File: src/rtl/fifo_out_pkg.sv
// Shared definitions for the result output FIFO and its drain-side reader.
package fifo_out_pkg;

  localparam int unsigned FIFO_DEPTH = 32;
  localparam int unsigned DCNT_W     = 6;
  localparam int unsigned RD_CNT_W   = 16;

  // Existing FIFO controller state codes; RD_ERROR is the source of fifo_rd_err.
  typedef enum logic [2:0] {
    FIFO_IDLE     = 3'b000,
    FIFO_WRITE    = 3'b001,
    FIFO_READ     = 3'b010,
    FIFO_WR_ERROR = 3'b011,
    FIFO_RD_ERROR = 3'b100
  } fifo_state_e;

  typedef enum logic [1:0] {
    IDLE = 2'b00,
    POP  = 2'b01,
    LOAD = 2'b10,
    HOLD = 2'b11
  } rd_state_e;

  function automatic logic fifo_is_rd_err(input fifo_state_e s);
    return (s == FIFO_RD_ERROR);
  endfunction

endpackage

File: src/rtl/fifo_out_reader_if.sv
// Valid/ready output stream from the FIFO reader to its consumer.
interface fifo_out_reader_if #(
  parameter int unsigned DATA_W = 32
) ();

  logic              m_valid;
  logic [DATA_W-1:0] m_data;
  logic              m_ready;

  modport master (output m_valid, output m_data, input m_ready);
  modport slave  (input m_valid, input m_data, output m_ready);

endinterface

File: src/rtl/fifo_out_rd_cnt.sv
// Wrapping counter of accepted output words (handshake counter).
module fifo_out_rd_cnt #(
  parameter int unsigned CNT_W = 16
) (
  input  logic             clk,
  input  logic             reset_n,
  input  logic             inc,
  output logic [CNT_W-1:0] count
);

  logic [CNT_W-1:0] count_q, count_d;

  always_comb begin
    count_d = count_q;
    if (inc) count_d = count_q + CNT_W'(1);
  end

  always_ff @(posedge clk or negedge reset_n) begin
    if (!reset_n) count_q <= '0;
    else          count_q <= count_d;
  end

  assign count = count_q;

endmodule

File: src/rtl/fifo_out_reader.sv
// Drain-side reader for the output FIFO: pop, capture, present on valid/ready.
// Define FIFO_OUT_RD_CNT_EN to enable the rd_count accepted-word counter.
module fifo_out_reader #(
  parameter int unsigned DATA_W = 32,
  parameter int unsigned DCNT_W = 6
) (
  input  logic              clk,
  input  logic              reset_n,
  input  logic              drain_en,
  input  logic [DCNT_W-1:0] data_count,
  input  logic [DATA_W-1:0] fifo_dout,
  input  logic              fifo_rd_err,
  output logic              rd_en,
  fifo_out_reader_if.master m_if,
  output logic              err_flag,
  input  logic              err_clr,
  output logic [15:0]       rd_count
);

  import fifo_out_pkg::*;

  rd_state_e         state_q, state_d;
  logic [DATA_W-1:0] m_data_q, m_data_d;
  logic              err_q, err_d;
  logic              can_pop;

  // data_count already reflects any pop retired on the previous edge.
  assign can_pop = drain_en && (data_count != '0);

  always_comb begin
    state_d  = state_q;
    m_data_d = m_data_q;
    err_d    = err_q;
    if (err_clr) err_d = 1'b0;
    case (state_q)
      IDLE: if (can_pop) state_d = POP;
      POP:  state_d = LOAD;
      LOAD: begin
        // Set is evaluated after clear so a simultaneous underflow wins.
        if (fifo_rd_err) begin
          err_d   = 1'b1;
          state_d = IDLE;
        end else begin
          m_data_d = fifo_dout;
          state_d  = HOLD;
        end
      end
      HOLD: if (m_if.m_ready) state_d = can_pop ? POP : IDLE;
      default: state_d = IDLE;
    endcase
  end

  always_ff @(posedge clk or negedge reset_n) begin
    if (!reset_n) begin
      state_q  <= IDLE;
      m_data_q <= '0;
      err_q    <= 1'b0;
    end else begin
      state_q  <= state_d;
      m_data_q <= m_data_d;
      err_q    <= err_d;
    end
  end

  assign rd_en       = (state_q == POP);
  assign m_if.m_valid = (state_q == HOLD);
  assign m_if.m_data  = m_data_q;
  assign err_flag    = err_q;

`ifdef FIFO_OUT_RD_CNT_EN
  fifo_out_rd_cnt #(.CNT_W(16)) u_rd_cnt (
    .clk     (clk),
    .reset_n (reset_n),
    .inc     (m_if.m_valid && m_if.m_ready),
    .count   (rd_count)
  );
`else
  assign rd_count = '0;
`endif

endmodule

File: src/flat_wrapper.sv
// flat-port wrapper written by rule: the top's interface ports become plain ports
module fifo_out_reader_flat import fifo_out_pkg::*;
#(
  parameter int unsigned DATA_W = 32,
  parameter int unsigned DCNT_W = 6
)
  (clk, reset_n, drain_en, data_count, fifo_dout, fifo_rd_err, rd_en, err_flag, err_clr, rd_count, m_if_m_valid, m_if_m_data, m_if_m_ready);
  fifo_out_reader_if #(.DATA_W(DATA_W)) m_if_i ();
  input  logic clk;
  input  logic reset_n;
  input  logic drain_en;
  input  logic [DCNT_W-1:0] data_count;
  input  logic [DATA_W-1:0] fifo_dout;
  input  logic fifo_rd_err;
  output logic rd_en;
  output logic err_flag;
  input  logic err_clr;
  output logic [15:0] rd_count;
  output wire logic [$bits(m_if_i.m_valid)-1:0] m_if_m_valid;
  output wire logic [$bits(m_if_i.m_data)-1:0] m_if_m_data;
  input wire logic [$bits(m_if_i.m_ready)-1:0] m_if_m_ready;
  assign m_if_m_valid = m_if_i.m_valid;
  assign m_if_m_data = m_if_i.m_data;
  assign m_if_i.m_ready = m_if_m_ready;
  fifo_out_reader #(.DATA_W(DATA_W), .DCNT_W(DCNT_W)) u_core (.clk(clk), .reset_n(reset_n), .drain_en(drain_en), .data_count(data_count), .fifo_dout(fifo_dout), .fifo_rd_err(fifo_rd_err), .rd_en(rd_en), .m_if(m_if_i), .err_flag(err_flag), .err_clr(err_clr), .rd_count(rd_count));
endmodule
File: config.mk
export PLATFORM = sky130hd
export DESIGN_NAME = fifo_out_reader_flat
export DESIGN_NICKNAME = d
export VERILOG_FILES = /design/src/rtl/fifo_out_pkg.sv /design/src/rtl/fifo_out_reader_if.sv /design/src/rtl/fifo_out_rd_cnt.sv /design/src/rtl/fifo_out_reader.sv /design/src/flat_wrapper.sv
export SDC_FILE = /design/constraint.sdc
export NUM_CORES = 1
export LEC_CHECK = 0
export ABC_AREA = 0
export ABC_CLOCK_PERIOD_IN_PS = 1900
export BUFFER_PORTS_ARGS = -buffer_cell sky130_fd_sc_hd__buf_2
export CAP_MARGIN = 25
export CORE_MARGIN = 5
export CORE_UTILIZATION = 30
export CTS_CLUSTER_DIAMETER = 200
export DETAILED_ROUTE_END_ITERATION = 10
export PLACE_DENSITY = 0.7
export SLEW_MARGIN = 20
export SYNTH_ARGS = -nofsm -noshare
export SYNTH_HDL_FRONTEND = slang
export SYNTH_SLANG_ARGS = --single-unit
File: constraint.sdc
create_clock -name clk -period 1.9 [get_ports clk]
set_clock_uncertainty 0.2 [all_clocks]
set_input_delay 0.285 -clock clk [delete_from_list [all_inputs] [get_ports clk]]
set_output_delay 0.285 -clock clk [all_outputs]
set_load 0.1 [all_outputs]
==> impl_metrics.toml, run 1 <==
[worst_setup_path]
crit_type = "reg -> out"
ff2ff_path_depth = 3
cp.arrival_ns = 1.31
cp_num_cells = 2
r2r_setup_slack_ns = 0.31
slowest_delay_ns = 0.46
end_kind = "primary output"
r2r_start = "u_core.state_q[0]"
startpoint = "u_core.state_q[0]"
critPathCapture = "m_if_m_valid"
worstPathCellList = "and2_1 -> buf_2"
crit_buf_inv = 1
cp_slowest_cell = "dfrtp_1"
critical_path.startpoint_type = "flop"
required_ns = 1.41
crit_family = "flip-flops"
critPathMaxFanout = 7
r2r_end = "u_core.m_if.m_data[11]"

[timing]
fin_crit_ns = 1.80
max_freq_mhz = 557
setup_violations = 0
setup_tns_ns = 0
rsz0062_at_grt = "no"
setup_slack_ns = 0.104
final_max_slew_viol_count = 0
finalHoldViolations = 0
post-route-period-util_pct = 94.5

[clock_network]
post_cts_buffers = 0
clk_pin_slew_ns = 0.07
clk_latency_ns = 0.28
cts_tree = "yes"
cts.sink_count = 35
cts_buffer_depth = 2
numCtsBuffers = 5
cts-htree-levels = 2
cts_root_buf = "clkbuf_8"

[placed_design]
portBuffers = 78
place_ws_ns = 0.298
place_hpwl_um = 2420
numPlacedInstances = 246
dpl-instance-area_um2 = 1930
gp_congestion = 0.668

[global_routing]
grt.total_usage_pct = 9.85
antenna_found_initial = 0
grt_pass1_vias = 1064
grt_pass1_wl_um = 4770
grt_max_degree = 36
grt-ovfl-total = 0

[final_layout]
fill_cells = 467
syn2layout_area_growth_pct = 35.5
mostFrequentLayoutCells = "buf_2 (77), dfrtp_1 (35), mux2_2 (30)"
fin_nets = 232
final_cell_count_no_fill = 255
final_common_cell = "buf_2"
final_layout_size_suffix_gt1_share_pct = 63.3
diodes = 0
stdcell_area_um2 = 2040
multi_input_area_um2 = 528
regArea_um2 = 876

[die]
fp.dieArea_um2 = 6530
die_width_um = 80.8
start_util_pct = 31.5
num_rows = 25
ios = 95
die_h_um = 80.8
coreArea_um2 = 4790

[synthesis]
ys_warn_count = 0
ys_top_cells_by_area = "dfrtp_1 (58%), mux2_2 (22%), buf_4 (8.0%)"
ys_seq_elements = 35
syn_area_um2 = 1510
syn_inst = 102
synth_xor_area_share_pct = 0
synth-simple-area-share_pct = 4.57
avgSynthCellArea_um2 = 14.8
yosysSeqAreaShare_pct = 58.2
synthAdderAreaFrac_pct = 0
synth_top_area_share_pct = 58.2
synth_compound_area_share_pct = 2.58
yosysTopAreaCell = "dfrtp_1"
synth_top_family_by_area = "multiplexers"
synth_cell_types = 20
synth_mux_area_share_pct = 23.9

[route]
drt_pass1_iterations = 3
drt_iter0_drc = 19
drc = 0
viasPerCell = 4.12
wl_per_cell_um = 12.1
vias = 1050
wl_um = 3080
ant_nets = 0

[status]
status = "finished clean"

[job]
maxCapViolCount = 0

[hold_path]
hp-class = "in -> reg"
## worst register-to-register path: stages (launching register included)
cell     delay [ns]
dfrtp_1        0.45
nor3b_4        0.26
buf_12         0.21
mux2_2         0.36
## area by class of cell
type	count	area share (%)
Sequential cell	35	42.9
Multi-Input combinational cell	62	25.9
Timing Repair Buffer	83	22.6
Tap cell	67	4.11
Clock buffer	6	4.05
Clock inverter	1	0.245
Inverter	1	0.184
## worst min-delay path by stage
| stage | from | end | slack (ns) | cells past startpoint |
|---|---|---|---|---|
| after global placement | reset_n | u_core.m_if.m_data[14] | 0.06 | 2 |
| after CTS | fifo_dout[10] | u_core.m_if.m_data[10] | 0.01 | 2 |
| after global routing | fifo_dout[10] | u_core.m_if.m_data[10] | 0.004 | 2 |
| after detailed placement | reset_n | u_core.m_if.m_data[18] | 0.06 | 2 |
| after floorplan | reset_n | u_core.err_flag | -0.21 | 0 |
| final | fifo_dout[10] | u_core.m_if.m_data[10] | 0.02 | 2 |
## cell families after synthesis
kind of cell | after synthesis
other cells | 1
buf+inv | 20
mux | 32
flops | 35
simple gates | 9
compound gates | 5
## flip-flops by register name (all words and copies together) (netlist names)
signal              cells
u_core.m_if.m_data     32
u_core.state_q          2
u_core.err_flag         1
## synth_stat cells
cell and n:
buf_6 3, and3b_1 1, nand3b_1 1, nand2_1 1, nor2_1 1, nor4_1 1, dfrtp_1 35, a21o_1 1
a21boi_0 1, o21ai_0 1, buf_4 16, nor3b_4 1, o211a_1 1, inv_1 1, mux2_1 2, a311oi_1 1
and2b_1 1, conb_1 1, mux2_2 30, and2_1 2
## through the flow
step | hold WS, ns | util [%]
after floorplan | -0.211 | -
after global routing | 0.00431 | 42.6
after detailed placement | 0.0588 | 40.3
after global placement | 0.0593 | 40.3
after CTS | 0.0107 | 42.6
final | 0.0197 | 42.6
## per-layer routing
metal  vias up  wire length (um)  GRT usage (%)
met3         2               549           7.21
li1        491                 -              -
met1       483              1140           11.1
met5         -                 0              0
met2        74              1370           14.1
met4         0                19           4.05
## repair_timing
action                                  in CTS  in global routing
hold endpoints to repair                    36                  0
hold buffers                                 2                  0
endpoints found under the setup margin       0                  1
gates resized for setup                      0                  1
Power of run 1 is not shown: default switching activity piles up to over one toggle a cycle in this logic, so the estimate is an artifact.
==> inputs of run 2 (changes only) <==
Settings changed: ABC_AREA 0 to 1, PLACE_DENSITY 0.7 to 0.69.
==> run 2 against run 1 <==
  * Worst setup slack better by 0.00096 ns
  * Count of clock-buffer cells in the layout unchanged
  * Sequential share of layout area down 0.65 points
  * Sequential cell count unchanged
  * Design area up 1.5%
  * Synthesized cell count up 77%
  * Fmax about the same
  * Critical path depth up 1
  * Via count up 33%
  * Register-to-register slack better by 0.08 ns
  * Synthesized area up 5.5%
  * Highest routed layer unchanged
==> impl_metrics.toml, run 2 <==
[synthesis]
synth-simple-area-share_pct = 30.6
yosysTopAreaCell = "dfrtp_1"
synth_edf_count = 0
avgSynthCellArea_um2 = 8.77
synthArstFlopShare_pct = 100
yosysMostFrequentCell = "nand2_1"
synth_cell_types = 13
ys_warn_count = 0
synth_xor_area_share_pct = 0
synth_common_cells = "nand2_1 (73), dfrtp_1 (35), nand3_1 (33)"
synthFlopType = "dfrtp_1"
ys_top_cells_by_area = "dfrtp_1 (55%), nand2_1 (17%), nand3_1 (10%)"
ys_seq_elements = 35
synth_top_family_by_area = "simple AND/OR/NAND/NOR gates"
yosysSeqAreaShare_pct = 55.2
synthAdderAreaFrac_pct = 0
synth_mux_area_share_pct = 0
synth_top_area_share_pct = 55.2
syn_area_um2 = 1590
syn_inst = 181
synth_compound_area_share_pct = 0.315

[timing]
rsz0062_at_grt = "no"
fin_crit_ns = 1.79
max_freq_mhz = 557
finalHoldViolations = 0
setup_violations = 0
post-route-period-util_pct = 94.5
final_max_slew_viol_count = 0
setup_tns_ns = 0

[placed_design]
portBuffers = 78
gp_congestion = 0.663
place_hpwl_um = 2800

[clock_network]
cts_buffer_depth = 2
clk_latency_ns = 0.27
cts-htree-levels = 2
clk_pin_slew_ns = 0.07
numCtsBuffers = 5
cts_root_buf = "clkbuf_8"
cts_tree = "yes"
post_cts_buffers = 0
cts.sink_count = 35

[route]
ant_nets = 0
wl_um = 3800
wl_per_cell_um = 11.4
drt_iter0_drc = 51
drc = 0
viasPerCell = 4.21
drt_pass1_iterations = 4
vias = 1397

[final_layout]
final_common_cell = "buf_2"
largest_reg_flops = 32
mostFrequentLayoutCells = "buf_2 (77), nand2_1 (73), dfrtp_1 (35)"
syn2layout_area_growth_pct = 30.4
final_layout_size_suffix_gt1_share_pct = 35.9
fin_nets = 306
diodes = 0

[status]
status = "finished clean"

[global_routing]
grt_max_degree = 36
grt-ovfl-total = 0
grt_pass1_vias = 1334
grtUsageMet3_pct = 3.47
grtUsageMet2_pct = 20.1
grt.total_usage_pct = 11.6
grt_pass1_wl_um = 5980
busiest_layer = "met2"
antenna_found_initial = 0
grt_use_met1_pct = 14.1

[die]
ios = 95
die_h_um = 82.8
num_rows = 26
fp.dieArea_um2 = 6850
die_width_um = 82.8
start_util_pct = 30.9
coreArea_um2 = 5140

[worst_setup_path]
end_kind = "primary output"
cp.arrival_ns = 1.31
crit_type = "reg -> out"
required_ns = 1.41
critical_path.startpoint_type = "flop"
critPathMaxFanout = 3

[job]
maxCapViolCount = 0

[hold_path]
hp-class = "in -> reg"
## run 2: final timing paths
path | start | slack [ns] | endpoint | depth (start not counted)
max | u_core.state_q[0] | 0.11 | m_if_m_valid | 3
min in group asynchronous | reset_n | 0.38 | u_core.m_if.m_data[1] | 3
min reg2reg | u_core.m_if.m_data[5] | 0.27 | u_core.m_if.m_data[5] | 2
max reg2reg | u_core.state_q[0] | 0.39 | u_core.m_if.m_data[7] | 4
max in group asynchronous | reset_n | 0.82 | u_core.m_if.m_data[10] | 3
min | fifo_dout[22] | 0.03 | u_core.m_if.m_data[22] | 3
## run 2: routing by layer
| metal | part of all wire (%) | routed length (um) |
|---|---|---|
| met3 | 9.6 | 364 |
| met5 | 0 | 0 |
| met2 | 49 | 1840 |
| met1 | 41 | 1560 |
| met4 | 0.79 | 30 |
## run 2: timing repair
item,in CTS,in global routing
endpoints found under the hold margin,36,0
hold buffers,2,0
endpoints found under the setup margin,0,1
gates resized for setup,0,1
## run 2: stage by stage
step           util [%]  setup slack (ns)  std cells  cell area [um2]  hold slack [ns]
2_1_floorplan         -             0.242        196             1640           -0.211
3_3_place_gp       38.1             0.373        323             1960            0.146
3_5_place_dp       38.1             0.354        323             1960            0.153
4_1_cts            40.2            0.0355        332             2070           0.0221
5_1_grt            40.3            0.0208        332             2070           0.0334
6_report           40.3             0.105        332             2070           0.0337
## run 2: cell families (layout without fill, tap and decap cells)
logic type             after synthesis  count (layout)
AO/OA/AOI/OAI                        1               1
flip-flops                          35              35
other                                1              16
AND/OR/NAND/NOR                    112             112
buffers and inverters               32              98
## run 2: layout make-up
cell class | instances | area [um2]
tap | 70 | 87.6
timing repair buffer | 84 | 443
fill | 573 | 3070
inverter | 7 | 26.3
multi-input combinational | 129 | 551
clock inverter | 1 | 5.00
clock buffer | 6 | 82.6
sequential | 35 | 876
## run 2: worst max-delay path: stages (launching register included)
cell and delay [ns]:
dfrtp_1 0.46, nand2_1 0.08, inv_1 0.07, buf_2 0.42
Power of run 2 is left out for the same reason.
==> inputs of run 3 (changes only) <==
--- a/config.mk
+++ b/config.mk
@@ -7,5 +7,4 @@
 export LEC_CHECK = 0
 export ABC_AREA = 1
-export ABC_CLOCK_PERIOD_IN_PS = 1900
 export BUFFER_PORTS_ARGS = -buffer_cell sky130_fd_sc_hd__buf_2
 export CAP_MARGIN = 25
@@ -15,4 +14,5 @@
 export DETAILED_ROUTE_END_ITERATION = 10
 export PLACE_DENSITY = 0.69
+export REMOVE_ABC_BUFFERS = 1
 export SLEW_MARGIN = 20
 export SYNTH_ARGS = -nofsm -noshare
--- a/constraint.sdc
+++ b/constraint.sdc
@@ -3,3 +3,3 @@
 set_input_delay 0.285 -clock clk [delete_from_list [all_inputs] [get_ports clk]]
 set_output_delay 0.285 -clock clk [all_outputs]
-set_load 0.1 [all_outputs]
+set_load 0.05 [all_outputs]
==> run 3 against run 2 <==
  * Sequential share of layout area is 0.52 points higher
  * Register-to-register slack worse by 0.02 ns
  * Global-route usage down 0.52 points
  * Via count fell by 2.6%
  * Non-clock buffer count decreased by 1
  * Cell count is 0.60% lower
  * Critical endpoint is now rd_en
  * Largest cell class unchanged
==> impl_metrics.toml, run 3 (same netlist as run 2, synthesis figures left out) <==
[worst_setup_path]
crit_buf_inv = 3
worstPathCellList = "inv_2 -> nand2_1 -> inv_1 -> buf_2"
required_ns = 1.41
crit_family = "buffers and inverters"
end_kind = "primary output"
cp_slowest_cell = "dfrtp_1"
cp.arrival_ns = 1.18
crit_type = "reg -> out"
slowest_delay_ns = 0.39
critical_path.startpoint_type = "flop"
critPathMaxFanout = 3

[clock_network]
cts_resized = 0
cts-htree-levels = 2
cts_buffer_depth = 2
cts_root_buf = "clkbuf_8"
cts_tree = "yes"
clk_latency_ns = 0.27
clk_pin_slew_ns = 0.06
cts.sink_count = 35
numCtsBuffers = 5

[timing]
rsz0062_at_grt = "no"
setup_violations = 0
tightestPinTransition_ns = 0.600
finalHoldViolations = 0
max_slew_margin_pct = 60.0
setup_tns_ns = 0
max_freq_mhz = 601
final_max_slew_viol_count = 0
fin_crit_ns = 1.66
post-route-period-util_pct = 87.6
whs_ns = 0.0344

[die]
ios = 95
start_util_pct = 30.9
coreArea_um2 = 5140
die_h_um = 82.8
fp.dieArea_um2 = 6850
die_width_um = 82.8
num_rows = 26

[job]
maxCapViolCount = 0

[route]
drc = 0
drt_iter0_drc = 44
wl_um = 3740
wl_per_cell_um = 11.3
ant_nets = 0
viasPerCell = 4.12
drt_pass1_iterations = 4
vias = 1361

[power_and_ir_drop]
vdd_drop_max_uv = 551
total_power_uw = 4080
p_per_area_nw_per_um2 = 1990
power.leakage_uw = 0.00124

[status]
status = "finished clean"

[final_layout]
stdcell_area_um2 = 2050
fin_nets = 305
diodes = 0
final_common_cell = "buf_2"
final_core_util_pct = 39.8
syn2layout_area_growth_pct = 28.8
mostFrequentLayoutCells = "buf_2 (78), nand2_1 (73), dfrtp_1 (35)"
final_layout_size_suffix_gt1_share_pct = 35.0
largest_reg_flops = 32

[placed_design]
portBuffers = 78
dpl-instance-area_um2 = 1950
gp_congestion = 0.706
place_hpwl_um = 2810

[global_routing]
grt_pass1_vias = 1284
antenna_found_initial = 0
grt_pass1_wl_um = 5780
grt.total_usage_pct = 11.1
grt_max_degree = 34
grt-ovfl-total = 0

[hold_path]
hp-class = "in -> reg"
run 3: timing repair:
| item | 4_1_cts | 5_1_grt |
|---|---|---|
| hold endpoints to repair | 28 | 0 |
| hold buffers | 2 | 0 |
| setup endpoints to repair | 0 | 0 |
| setup buffers | 0 | 0 |
run 3: worst paths after layout:
path                            slack, ns  depth (start not counted)                   start                endpoint
worst max-delay path                 0.24                          4       u_core.state_q[1]                   rd_en
worst min-delay path                 0.03                          3           fifo_dout[16]  u_core.m_if.m_data[16]
worst max register to register       0.37                          4       u_core.state_q[0]  u_core.m_if.m_data[27]
worst min register to register       0.26                          2  u_core.m_if.m_data[25]  u_core.m_if.m_data[25]
max in group asynchronous            0.60                          3                 reset_n   u_core.m_if.m_data[0]
min in group asynchronous            0.35                          2                 reset_n         u_core.err_flag
run 3: final cells by class:
cell class	instances	area, um2
tap	70	87.6
clock buffer	6	72.6
fill	582	3090
inverter	7	26.3
timing repair buffer	83	433
sequential	35	876
multi-input combinational	129	551
run 3: worst register-to-register path: stages (launching register included):
cell and delay, ns:
dfrtp_1 0.45, nor2_8 0.28, nand2_4 0.28, nand2_1 0.15
nand2_1 0.06
run 3: layer usage:
layer	GRT usage, %	share of wire (%)
met3	4.23	9.4
met1	13.1	42
met5	0	0
met4	2.94	0.64
met2	18.9	48
run 3: where the power goes:
group	internal (uW)	switching, uW
combinational	479	1850
sequential	1090	189
clock	244	229
run 3: metrics by stage:
stage               std cells  worst slack (ns)
finish                    330             0.236
global route              330             0.154
CTS                       330             0.212
detailed placement        322             0.335
global placement          322             0.428
floorplan                 171             0.450
No activity file was read; power rests on OpenSTA's default activity.
